===== config.mk =====
export PLATFORM = sky130hd
export DESIGN_NAME = maxnet_select_decode
export DESIGN_NICKNAME = d
export VERILOG_FILES = /design/src/rtl/maxnet_select_decode.sv
export SDC_FILE = /design/constraint.sdc
export NUM_CORES = 1
export LEC_CHECK = 0
export BUFFER_PORTS_ARGS = -buffer_cell sky130_fd_sc_hd__buf_2
export CAP_MARGIN = 20
export CORE_ASPECT_RATIO = 0.6
export CORE_UTILIZATION = 34
export CTS_BUF_LIST = sky130_fd_sc_hd__clkbuf_4 sky130_fd_sc_hd__clkbuf_8
export DETAILED_ROUTE_END_ITERATION = 12
export GPL_ROUTABILITY_DRIVEN = 1
export PLACE_DENSITY = 0.95
export SETUP_SLACK_MARGIN = 0.3
export SLEW_MARGIN = 20
export SYNTH_ARGS = -nofsm -noshare
export SYNTH_HDL_FRONTEND = slang
export SYNTH_SLANG_ARGS = --single-unit

===== constraint.sdc =====
create_clock -name clk -period 3.4 [get_ports clk]
set_input_delay 0.17 -clock clk [delete_from_list [all_inputs] [get_ports clk]]
set_output_delay 0.17 -clock clk [all_outputs]
set_load 0.02 [all_outputs]

===== src/rtl/maxnet_select_decode.sv =====
// Maxnet support block: per-lane init/feedback select, constant 4x4 weight
// matrix, and the single-winner decoder that ends the iteration.
module maxnet_select_decode #(
  parameter int                     DW     = 5,
  parameter logic signed [DW-1:0]   W_DIAG = 5'sd8,
  parameter logic signed [DW-1:0]   W_OFF  = -5'sd1
) (
  input  logic             clk,
  input  logic             rst,
  input  logic             sel,
  input  logic [DW-1:0]    a1_init,
  input  logic [DW-1:0]    a2_init,
  input  logic [DW-1:0]    a3_init,
  input  logic [DW-1:0]    a4_init,
  input  logic [DW-1:0]    a1_new,
  input  logic [DW-1:0]    a2_new,
  input  logic [DW-1:0]    a3_new,
  input  logic [DW-1:0]    a4_new,
  output logic [DW-1:0]    a1,
  output logic [DW-1:0]    a2,
  output logic [DW-1:0]    a3,
  output logic [DW-1:0]    a4,
  output logic [16*DW-1:0] w_flat,
  output logic [1:0]       idx,
  output logic             complete
);

  logic [3:0] act;
  logic [1:0] idx_c;
  logic       done_c;

  assign a1 = sel ? a1_init : a1_new;
  assign a2 = sel ? a2_init : a2_new;
  assign a3 = sel ? a3_init : a3_new;
  assign a4 = sel ? a4_init : a4_new;

  // Row r of the matrix feeds PU r+1; self weight on the diagonal only.
  for (genvar k = 0; k < 16; k++) begin : g_w
    assign w_flat[DW*k +: DW] = ((k / 4) == (k % 4)) ? W_DIAG : W_OFF;
  end

  assign act = {|a4_new, |a3_new, |a2_new, |a1_new};

  always_comb begin
    idx_c = 2'd0;
    // Scan downwards so the lowest-numbered active lane is the last writer.
    for (int i = 3; i >= 0; i--) begin
      if (act[i]) idx_c = 2'(i);
    end
  end

  assign done_c = (act != 4'd0) && ((act & (act - 4'd1)) == 4'd0);

  always_ff @(posedge clk) begin
    if (rst) begin
      idx      <= 2'd0;
      complete <= 1'b0;
    end else begin
      idx      <= idx_c;
      complete <= done_c;
    end
  end

endmodule


==> impl_metrics.csv <==
group,metric,value,unit
timing,finalCritPeriodShare,38.4,%
final_layout,final_cells,232,
final_layout,fill_cells,317,
floorplan,fp.dieW,73.5,µm
cts,clk_pin_slew,0.03,ns
synthesis,syn_inst,125,
cts,cts_buffer_depth,2,
run_status,status,"completed",
route,detail_route.vias_per_cell,3.34,
critical_path,crit_slowest_cell,"mux2_2",
cts,post_cts_resized,0,
cts,cts_tree,"built",
cts,holdBufCountCts,0,
timing,final_max_slew_viol_count,0,
global_routing,gr-total-overflow,0,
global_routing,grt_pass1_vias,583,
floorplan,die_area,3300,µm²
place,dp_cells,228,
critical_path,crit_fanout,20,
synthesis,synthFlopType,"dfxtp_1",
power,internal_power,0.169,mW
global_routing,top_usage_layer,"met2",
cts,cts_setup_buffers,0,
route,post_drt_wl_per_cell,8.59,µm
final_layout,multi_input_area,668,µm²
synthesis,synth-async-reset-ratio,0,%
global_routing,grt_max_degree,21,
timing,rsz0062_at_grt,"false",
floorplan,io_pins,146,
timing,final.min_clock_period,1.31,ns
final_layout,drive_gt1_share,46.8,%
route,drt-total-wl,1990,µm
global_routing,use_met1,13.5,%
route,drtIter0Drc,4,
floorplan,die_y,44.9,µm
critical_path,slowest_delay,0.41,ns
synthesis,synth_cell_type_count,19,
critical_path,crit_cells,3,
final_layout,layout_commonest_cell,"conb_1",
synthesis,avgSynthCellArea,8.35,µm²
synthesis,ys_seq_elements,3,
power,p_seq_share,11.1,%
power,ir_drop,105,µV
final_layout,area_growth,10.7,%
global_routing,grt_pass1_wl,2550,µm
critical_path,cpMostUsedCell,"buf_2",
power,clockPowerShare,33.7,%
global_routing,antenna_found_initial,0,
critical_path,worst_ep_arrival_time,1.14,ns
place,gp_congestion,0.730,
critical_path,critPathRequiredTime,3.23,ns
timing,setup_viol,0,
floorplan,core-area,2890,µm²
critical_path,cp_cell_sequence,"buf_2 -> mux2_2 -> buf_2",
global_routing,grt_use_met3,1.34,%
synthesis,synth_area,1040,µm²
place,hpwl,1820,µm
critical_path,crit_type,"primary input to primary output",
final_layout,finish.net_count,234,
global_routing,grt_use_met2,18.5,%
timing,worst_hold_slack,0.153,ns
critical_path,startpoint_type,"primary input",
cts,cts_htree_levels,1,
timing,hold_viol_final,0,
power,leakage,0.694,nW
place,io_buffers,65,
power,cellPowerDensity,278,nW/µm²
final_layout,layout_common_cells,"80 x conb_1, 65 x buf_2, 12 x mux2_2, 8 x mux2_1",
synthesis,ys_seq_area_share,5.76,%
power,combinationalPowerShare,55.2,%
power,p_switching,0.152,mW
power,switching_share,47.3,%
timing,fin_tns_setup,0,ns
timing,fmax,765,MHz
synthesis,synth_edf_count,0,
final_layout,register_area,60.1,µm²
cts,numCtsBuffers,3,
critical_path,crit_end,"a4[1]",
synthesis,yosysWarnings,0,
flow_run,maxCapViolations,0,
critical_path,crit_start,"sel",
critical_path,cp_top_family,"buffers and inverters",
critical_path,cp-end-kind,"primary output",
worst_hold_path,hp-class,"primary input to flop",
cts,cts.sinks,3,
global_routing,grt_usage,10.3,%
floorplan,row_count,15,
route,postRouteAntennaNets,0,
cts,cts_root_buf,"clkbuf_8",
critical_path,critical_path_buf_inv_count,2,
route,drc,0,
final_layout,utilization,40.0,%
final_layout,antenna_cells,0,
route,dr.pass1.iters,4,
floorplan,initial_core_util,36.1,%
route,num_vias,776,
## cell type report
cell class	instances	share of cell area [%]
Timing Repair Buffer	65	28.2
Sequential cell	3	5.20
Clock buffer	4	4.23
Multi-Input combinational cell	118	57.9
Tap cell	42	4.55
## synthesized netlist by cell type, types with 2 or more instances
cell / instances / area (µm²)
nor2_4: 2 / 22.5
nor3_1: 2 / 10.0
clkbuf_1: 2 / 7.51
or4_1: 2 / 15.0
mux2_1: 8 / 90.1
nor2_2: 2 / 12.5
conb_1: 2 / 7.51
buf_4: 80 / 601
dfxtp_1: 3 / 60.1
or4_4: 2 / 22.5
mux2_2: 12 / 135
## layer usage
| metal | up-vias | part of all wire, % |
|---|---|---|
| li1 | 382 | - |
| met1 | 349 | 43 |
| met2 | 45 | 50 |
| met3 | 0 | 6.9 |
| met4 | 0 | 0 |
| met5 | - | 0 |
## power groups by stage
stage | Combinational (mW) | Sequential (mW) | Clock, mW
finish | 0.178 | 0.0356 | 0.108
global route | 0.191 | 0.0356 | 0.114
CTS | 0.177 | 0.0356 | 0.110
detailed placement | 0.176 | 0.0361 | 0
global placement | 0.175 | 0.0361 | 0
floorplan | 0.199 | 0.0362 | 0
## kinds of logic after synthesis
| logic type | synth area share, % |
|---|---|
| other | 0.720 |
| XOR/XNOR | 0.839 |
| AND/OR/NAND/NOR | 9.71 |
| multiplexers | 21.6 |
| AO/OA/AOI/OAI | 3.12 |
| buffers and inverters | 58.3 |
| flip-flops | 5.76 |
## how the worst min path moves through the flow
stage               start        to  slack (ns)  depth (start not counted)
floorplan             rst  complete        0.23                          1
global placement      rst  complete        0.37                          2
detailed placement    rst  complete        0.37                          2
CTS                   rst  complete        0.15                          2
global route          rst  complete        0.16                          2
finish                rst  complete        0.15                          2
## sequential cells by signal (all words and copies together), names as in the netlist
name	cells
idx	2
complete	1
## stage by stage
step	area, µm²	total power, mW	worst slack, ns
finish	1150	0.321	2.09
global placement	1110	0.211	1.95
detailed placement	1110	0.212	1.94
floorplan	1340	0.236	2.13
global route	1150	0.341	2.05
CTS	1150	0.322	2.09
Note: power is estimated with default switching activity, not from simulation.
